File: config.mk
export PLATFORM = sky130hd
export DESIGN_NAME = arvi_dmem_bus_bridge
export DESIGN_NICKNAME = d
export VERILOG_FILES = /design/src/rtl/arvi_dmem_bus_bridge.sv
export SDC_FILE = /design/constraint.sdc
export NUM_CORES = 1
export LEC_CHECK = 0
export CORE_MARGIN = 3
export CORE_UTILIZATION = 25
export CTS_CLUSTER_SIZE = 28
export DETAILED_ROUTE_END_ITERATION = 10
export PLACE_DENSITY = 0.65
export SYNTH_ARGS = -nofsm -noshare
export SYNTH_HDL_FRONTEND = slang
export SYNTH_SLANG_ARGS = --single-unit
File: constraint.sdc
create_clock -name i_clk -period 1.9 [get_ports i_clk]
set_input_delay 0.19 -clock i_clk [delete_from_list [all_inputs] [get_ports i_clk]]
set_output_delay 0.19 -clock i_clk [all_outputs]
set_load 0.05 [all_outputs]
File: src/rtl/arvi_dmem_bus_bridge.sv
// Turns each core data-memory request into one held bus transaction and answers with a single ready pulse.
// Two cycles to ready on a zero-wait slave; the watchdog aborts an unacked access with o_DM_err.
module arvi_dmem_bus_bridge #(
  parameter int XLEN           = 32,
  parameter int TIMEOUT_CYCLES = 255
) (
  input  logic            i_clk,
  input  logic            i_rst,
  input  logic [XLEN-1:0] i_DM_Wd,
  input  logic [XLEN-1:0] i_DM_Addr,
  input  logic [3:0]      i_DM_byte_en,
  input  logic            i_DM_Wen,
  input  logic            i_DM_MemRead,
  output logic            o_DM_data_ready,
  output logic [XLEN-1:0] o_DM_ReadData,
  output logic            o_DM_err,
  input  logic            i_ack,
  input  logic [31:0]     i_rd_data,
  output logic            o_bus_en,
  output logic            o_wr_en,
  output logic [31:0]     o_wr_data,
  output logic [31:0]     o_addr,
  output logic [3:0]      o_byte_en
);

  typedef enum logic [1:0] {S_IDLE, S_REQ, S_DONE} state_t;

  localparam int CW = (TIMEOUT_CYCLES > 0) ? $clog2(TIMEOUT_CYCLES + 1) : 1;

  state_t          state_q;
  logic            bus_en_q;
  logic            wr_en_q;
  logic [31:0]     wr_data_q;
  logic [31:0]     addr_q;
  logic [3:0]      byte_en_q;
  logic [XLEN-1:0] rdata_q;
  logic            rdy_q;
  logic            err_q;
  logic            wd_expire;

  generate
    if (TIMEOUT_CYCLES > 0) begin : g_wd
      logic [CW-1:0] cnt_q;

      // Held at zero outside REQ, so every new access starts a fresh count.
      always_ff @(posedge i_clk) begin
        if (i_rst || state_q != S_REQ || i_ack) begin
          cnt_q <= '0;
        end else begin
          cnt_q <= cnt_q + 1'b1;
        end
      end

      assign wd_expire = (state_q == S_REQ) && !i_ack &&
                         (cnt_q == CW'(TIMEOUT_CYCLES - 1));
    end else begin : g_no_wd
      assign wd_expire = 1'b0;
    end
  endgenerate

  always_ff @(posedge i_clk) begin
    if (i_rst) begin
      state_q   <= S_IDLE;
      bus_en_q  <= 1'b0;
      wr_en_q   <= 1'b0;
      wr_data_q <= '0;
      addr_q    <= '0;
      byte_en_q <= 4'b0;
      rdata_q   <= '0;
      rdy_q     <= 1'b0;
      err_q     <= 1'b0;
    end else begin
      case (state_q)
        S_IDLE: begin
          if (i_DM_Wen || i_DM_MemRead) begin
            addr_q    <= i_DM_Addr;
            wr_data_q <= i_DM_Wd;
            byte_en_q <= i_DM_byte_en;
            wr_en_q   <= i_DM_Wen;
            bus_en_q  <= 1'b1;
            state_q   <= S_REQ;
          end
        end
        S_REQ: begin
          // Ack takes priority over a watchdog expiry in the same cycle.
          if (i_ack) begin
            bus_en_q <= 1'b0;
            wr_en_q  <= 1'b0;
            rdata_q  <= wr_en_q ? '0 : i_rd_data;
            rdy_q    <= 1'b1;
            state_q  <= S_DONE;
          end else if (wd_expire) begin
            bus_en_q <= 1'b0;
            wr_en_q  <= 1'b0;
            rdata_q  <= '0;
            err_q    <= 1'b1;
            rdy_q    <= 1'b1;
            state_q  <= S_DONE;
          end
        end
        S_DONE: begin
          // The core still shows the finished request here; ignoring it avoids a duplicate issue.
          rdy_q   <= 1'b0;
          err_q   <= 1'b0;
          state_q <= S_IDLE;
        end
        default: state_q <= S_IDLE;
      endcase
    end
  end

  assign o_bus_en        = bus_en_q;
  assign o_wr_en         = wr_en_q;
  assign o_wr_data       = wr_data_q;
  assign o_addr          = addr_q;
  assign o_byte_en       = byte_en_q;
  assign o_DM_ReadData   = rdata_q;
  assign o_DM_data_ready = rdy_q;
  assign o_DM_err        = err_q;

endmodule

==> run_results.csv, run 1 <==
group,metric,value,unit
pwr,power_switching,3667,uW
sta,max_freq,559.8,MHz
worst_setup_path,reg2regPathDepth,7,
synthesis,netlist_area,4040,sq um
synthesis,syn_area_per_cell,9.079,sq um
synthesis,synth_cells,445,
worst_setup_path,crit_family,"buffers and inverters",
global_route,grt_pass1_vias,3880,
cells_and_area,regArea,2282,sq um
worst_setup_path,startpoint,"o_bus_en",
pwr,clkPwrFrac,33.3,%
place,io_buffers,208,
outcome,status,"finished clean",
clock_network,cts.repair.resized,0,
synthesis,synth_flop_cell,"dfxtp_1",
global_route,grtUsageTotal,14.43,%
sta,min_period,1.786,ns
place,place_inst,840,
floorplanning,die_x,133.1,um
worst_setup_path,path_buf_inv,1,
detailed_routing,vias,3915,
worst_setup_path,r2r_slack,0.30,ns
worst_setup_path,slowest_stage,"clkdlybuf4s50_1",
floorplanning,core-area,15480,sq um
detailed_routing,drc_errors,0,
synthesis,synth_nets,557,
worst_setup_path,crit_path_end_kind,"primary output",
cells_and_area,fin_cells,872,
worst_setup_path,crit_path_start_kind,"flop",
sta,worst_slew_pin_slew,0.5493,ns
worst_setup_path,crit_cells,1,
clock_network,cts_tree,"done",
run,drv_cap,0,
clock_network,h-tree-depth,4,
synthesis,yosysTopAreaCell,"dfxtp_1",
global_route,grt_first_pass_wirelength,20.47,mm
cells_and_area,multi_input_area,1602,sq um
global_route,grt_overflow_total,0,
sta,fin_skew,0.006033,ns
floorplanning,placementRows,45,
place,hpwl,8.983,mm
pwr,power.density,1430,nW/um^2
cells_and_area,diodes,0,
pwr,pwr-share-seq,30.2,%
floorplanning,initial_core_util,26.09,%
hold_path,min_from,"i_rst",
sta,setup_violations,0,
worst_setup_path,reg2reg_to,"o_DM_ReadData[24]",
synthesis,synth_top_area_share,56.49,%
clock_network,path_clk_slew,0.05,ns
worst_setup_path,max_stage_delay,0.84,ns
cells_and_area,drive_gt1_share,7.110,%
synthesis,synth_edf_count,0,
detailed_routing,drtIter0Drc,96,
synthesis,ys_warn_count,0,
synthesis,ys_async_sr_fraction,0,%
synthesis,ys_top_cells_by_area,"dfxtp_1, nand2_1, a21oi_1, a22o_1, ha_1",
cells_and_area,fillers,1456,
hold_path,hold_path_class,"input pin to flop",
worst_setup_path,cp_max_fo,2,
detailed_routing,wl_per_cell,14.56,um
worst_setup_path,path_cells,"clkdlybuf4s50_1",
clock_network,clock-root-buffer,"clkbuf_16",
clock_network,clk_latency,0.41,ns
sta,rsz0062_at_grt,"false",
cells_and_area,layout.nets,760,
floorplanning,dieArea,17720,sq um
floorplanning,io_pins,209,
pwr,combPwrFrac,36.5,%
pwr,p_sw_share,36.77,%
pwr,p_int,6305,uW
sta,finalCritPeriodShare,94.03,%
worst_setup_path,crit_required,1.71,ns
clock_network,cts_setup_buffers,0,
sta,tns,0,ns
pwr,ir_worst_vdd,735.1,uV
detailed_routing,drt-vias-per-instance,4.490,
clock_network,cts_hold_buf,0,
hold_path,hold_path_end,"o_addr[20]",
hold_path,hold_depth,2,
sta,hold_viol,0,
detailed_routing,ant_nets,0,
worst_setup_path,cp_data_arrival_time,1.60,ns
worst_setup_path,reg2reg_from,"g_wd.cnt_q[0]",
synthesis,synth.distinct_cells,34,
global_route,grt_max_degree,68,
worst_setup_path,critPathKind,"flop to primary output",
global_route,antenna_found_initial,0,
floorplanning,die_h,133.1,um
pwr,p_leak,0.002655,uW
synthesis,ys_seq_area_share,56.49,%
place,place.gp.congestion,0.7270,
clock_network,cts-buffers-inserted,17,
cells_and_area,area_delta_synth_final,72.62,%
synthesis,synth_seq_cells,114,
sta,maxSlewHeadroom,63.27,%
sta,drv_slew,0,
clock_network,clock_sinks,114,
detailed_routing,drt_pass1_iterations,4,
clock_network,cts.path.max_buffers,2,
detailed_routing,wirelength,12.69,mm
[logic make-up (layout without fill, tap and decap cells)]
family	after synthesis	in the layout	synth area share, %
AO/OA/AOI/OAI	121	121	19.23
XOR/XNOR	4	4	0.8673
flip-flops	114	114	56.49
multiplexers	2	2	0.5265
AND/OR/NAND/NOR	160	160	16.38
adder cells (fa/ha/maj)	7	7	2.168
buffers and inverters	37	253	4.335
[cell usage in the layout (no fill, tap or decap), types with 3 or more instances in the layout]
cell type / synthesis / layout
or3_1: 3 / 3
nor2_1: 8 / 8
clkbuf_16: 0 / 17
clkdlybuf4s50_1: 0 / 206
a21oi_1: 73 / 73
o31ai_1: 3 / 3
clkinv_2: 0 / 4
clkbuf_1: 18 / 4
a22o_1: 32 / 32
buf_12: 0 / 5
nand3_1: 4 / 4
dfxtp_1: 114 / 114
ha_1: 7 / 7
xor2_1: 3 / 3
buf_4: 0 / 4
inv_1: 4 / 4
bufinv_16: 0 / 4
nand2_1: 138 / 138
[Yosys cell counts (3+ instances only)]
library cell and count:
nor2b_1 3, a21oi_1 73, clkbuf_1 18, inv_1 4, o31ai_1 3, or3_1 3, dfxtp_1 114, nor2_1 8
nand2_1 138, a22o_1 32, nand3_1 4, xor2_1 3, buf_2 10, ha_1 7, buf_6 3
[how the worst max path moves through the flow]
stage                              to
finish                       o_bus_en
global route             o_byte_en[2]
CTS                          o_bus_en
detailed placement  o_DM_ReadData[22]
global placement    o_DM_ReadData[26]
floorplan                  o_addr[10]
[state kept, by name, indices dropped and copies added, names as in the netlist, 2 cells and up]
| register | count |
|---|---|
| o_DM_ReadData | 32 |
| o_addr | 32 |
| o_wr_data | 32 |
| g_wd.cnt_q | 8 |
| o_byte_en | 4 |
| state_q | 2 |
[power by group through the flow]
stage          sequential (uW)  combinational, uW  clock [uW]
2_1_floorplan             4340               1010           0
3_3_place_gp              3040               3620           0
3_5_place_dp              3060               3670           0
4_1_cts                   3020               3680        3410
5_1_grt                   3060               3870        3520
6_report                  3010               3640        3320
[stage by stage]
step                      util (%)  total power [uW]  hold slack [ns]  worst slack, ns  area [sq um]
after CTS                    45.04             10110           0.1671          0.07839          6974
after global placement       41.10              6663           0.4415           0.2908          6364
after detailed placement     41.10              6726           0.4455           0.2587          6364
final                        45.04              9972           0.1904           0.1135          6974
after floorplan                  -              5348           0.3155           0.4269          4040
after global routing         45.04             10450           0.2019          0.05060          6974
[cell type report]
| cell class | instances | area share [%] |
|---|---|---|
| multi-input combinational | 294 | 22.96 |
| clock buffer | 22 | 6.512 |
| tap | 211 | 3.785 |
| inverter | 5 | 0.2691 |
| clock inverter | 10 | 2.243 |
| timing repair buffer | 216 | 31.50 |
| sequential | 114 | 32.72 |
[per-layer routing]
metal  part of all wire [%]  up-vias  wire length (um)  global-route usage [%]
met2                     45      168              5748                   22.40
met4                    2.1        0               271                   6.171
met3                     10       21              1317                   7.251
met5                      0        -                 0                       0
li1                       -     1913                 -                       -
met1                     42     1813              5356                   16.86
Note: power is estimated with default switching activity, not from simulation.
==> inputs of run 2 (changes only) <==
- CORE_UTILIZATION: 25 -> 39
- PLACE_DENSITY: 0.65 -> 0.89
- SETUP_SLACK_MARGIN: unset -> 0.4
==> run 2 against run 1 <==
Maximum frequency up 18%. Via count up 3.8%. Sequential share of layout area down 0.98 points. Hold slack worse by 0.098 ns. Global-route usage up 7.0 points. Clock power down 11%. Critical endpoint is now o_DM_ReadData[0]. Largest power group unchanged. Highest routed layer unchanged.
==> run_results.csv, run 2 (same netlist as run 1, synthesis figures left out) <==
group,metric,value,unit
outcome,status,"finished clean",
clock_network,h-tree-depth,4,
global_route,grt_pass1_vias,3935,
hold_path,hold_path_class,"input pin to flop",
detailed_routing,drtIter0Drc,224,
cells_and_area,drive_gt1_share,26.89,%
global_route,grtUsageTotal,21.39,%
cells_and_area,mostFrequentLayoutCell,"nand2_1",
sta,setup_violations,0,
worst_setup_path,reg2reg_from,"state_q[1]",
detailed_routing,drt_pass1_iterations,4,
hold_path,min_from,"i_rst",
sta,hold_viol,0,
sta,maxSlewHeadroom,72.29,%
global_route,grt_overflow_total,0,
pwr,power.density,1356,nW/um^2
detailed_routing,vias,4062,
sta,worst_slew_pin_slew,0.4157,ns
floorplanning,die_x,107.8,um
worst_setup_path,path_cells,"inv_2 -> ha_4 -> buf_4 -> a21oi_4 -> clkbuf_16 -> a22o_1",
sta,layout_setup_ws,0.3825,ns
sta,min_period,1.518,ns
detailed_routing,ant_nets,0,
pwr,ir_worst_vdd,800.2,uV
clock_network,clock_sinks,114,
floorplanning,initial_core_util,40.77,%
run,drv_cap,0,
place,place.gp.congestion,0.8291,
global_route,grt_max_degree,46,
sta,fin_skew,0.01801,ns
clock_network,cts_tree,"done",
clock_network,cts.path.max_buffers,2,
worst_setup_path,slowest_stage,"dfxtp_2",
worst_setup_path,crit_path_end_kind,"flop",
detailed_routing,drc_errors,0,
floorplanning,core-area,9910,sq um
clock_network,clock-root-buffer,"clkbuf_8",
cells_and_area,final_cell_mix,"nand2_1, dfxtp_1, clkdlybuf4s50_1",
worst_setup_path,max_stage_delay,0.33,ns
detailed_routing,drt-vias-per-instance,5.040,
floorplanning,placementRows,36,
sta,finalCritPeriodShare,79.87,%
worst_setup_path,crit_path_start_kind,"flop",
place,hpwl,8.808,mm
clock_network,cts_hold_buf,0,
worst_setup_path,critPathKind,"flop to flop",
global_route,grt_first_pass_wirelength,19.53,mm
floorplanning,die_h,107.8,um
sta,drv_slew,0,
worst_setup_path,startpoint,"state_q[1]",
global_route,antenna_found_initial,0,
worst_setup_path,cp_max_fo,8,
detailed_routing,wl_per_cell,16.79,um
worst_setup_path,cp_data_arrival_time,1.95,ns
pwr,p_leak,0.002782,uW
worst_setup_path,crit_required,2.33,ns
place,place_ws,0.2432,ns
place,io_buffers,208,
detailed_routing,wirelength,13.54,mm
cells_and_area,diodes,0,
floorplanning,dieArea,11620,sq um
floorplanning,io_pins,209,
sta,tns,0,ns
clock_network,path_clk_slew,0.06,ns
clock_network,cts-buffers-inserted,17,
clock_network,clk_latency,0.50,ns
cells_and_area,layout.nets,774,
sta,max_freq,659.0,MHz
sta,rsz0062_at_grt,"false",
cells_and_area,area_delta_synth_final,78.54,%
run 2: cell types whose count changed in the layout (fill, tap and decap cells not counted), moves of 3 or more:
cell	change
clkbuf_16	+3
inv_1	-3
dfxtp_2	+6
clkdlybuf4s15_2	+101
clkbuf_1	-3
ha_4	+3
dfxtp_1	-6
ha_1	-3
buf_4	+8
clkdlybuf4s50_1	-103
run 2: area by class of cell:
type	count	area, sq um
flip-flops and latches	114	2290
fillers	665	2696
multi-input cells	294	1679
inverters	5	21.27
clock buffers	20	445.4
well taps	133	166.4
clock inverters	10	111.4
repair buffers	230	2500
run 2: critical path, delay by kind of cell (launching register included):
family | cells | cell delay, ns
compound gates | 2 | 0.49
buf+inv | 3 | 0.46
flops | 1 | 0.33
fa+ha+maj | 1 | 0.17
run 2: per-stage QoR:
step                      util [%]  total power (uW)  area, sq um  hold slack [ns]  instances
after floorplan                  -              5348         4040           0.3155        445
after global placement       63.13              6593         6256           0.4409        762
after detailed placement     63.13              6686         6256           0.4473        762
after CTS                    70.25              9577         6962          0.04829        792
after global routing         72.79             10260         7213          0.08710        806
final                        72.79              9781         7213          0.09279        806
run 2: final timing paths:
kind                      endpoint  slack (ns)  depth (start not counted)
setup / recovery  o_DM_ReadData[0]        0.38                          6
hold / removal            o_bus_en        0.09                          2
setup reg to reg  o_DM_ReadData[0]        0.38                          6
hold reg to reg         o_addr[15]        0.45                          2
run 2: timing repair:
action | in CTS | in global routing
cloned | 0 | 5
setup endpoints to repair | 213 | 117
pin swaps | 0 | 9
buffers inserted | 0 | 9
gates resized for setup | 317 | 25
run 2: power by group:
part           switching [uW]  leakage, uW  internal [uW]
clock                    1050     0.000268           1910
combinational            2440      0.00158           1360
sequential                232     0.000937           2800
run 2: layer usage:
layer / GRT usage, % / part of all wire (%)
met5: 0 / 0
met4: 7.484 / 2.2
met3: 10.08 / 9.9
met2: 36.15 / 51
met1: 23.47 / 37
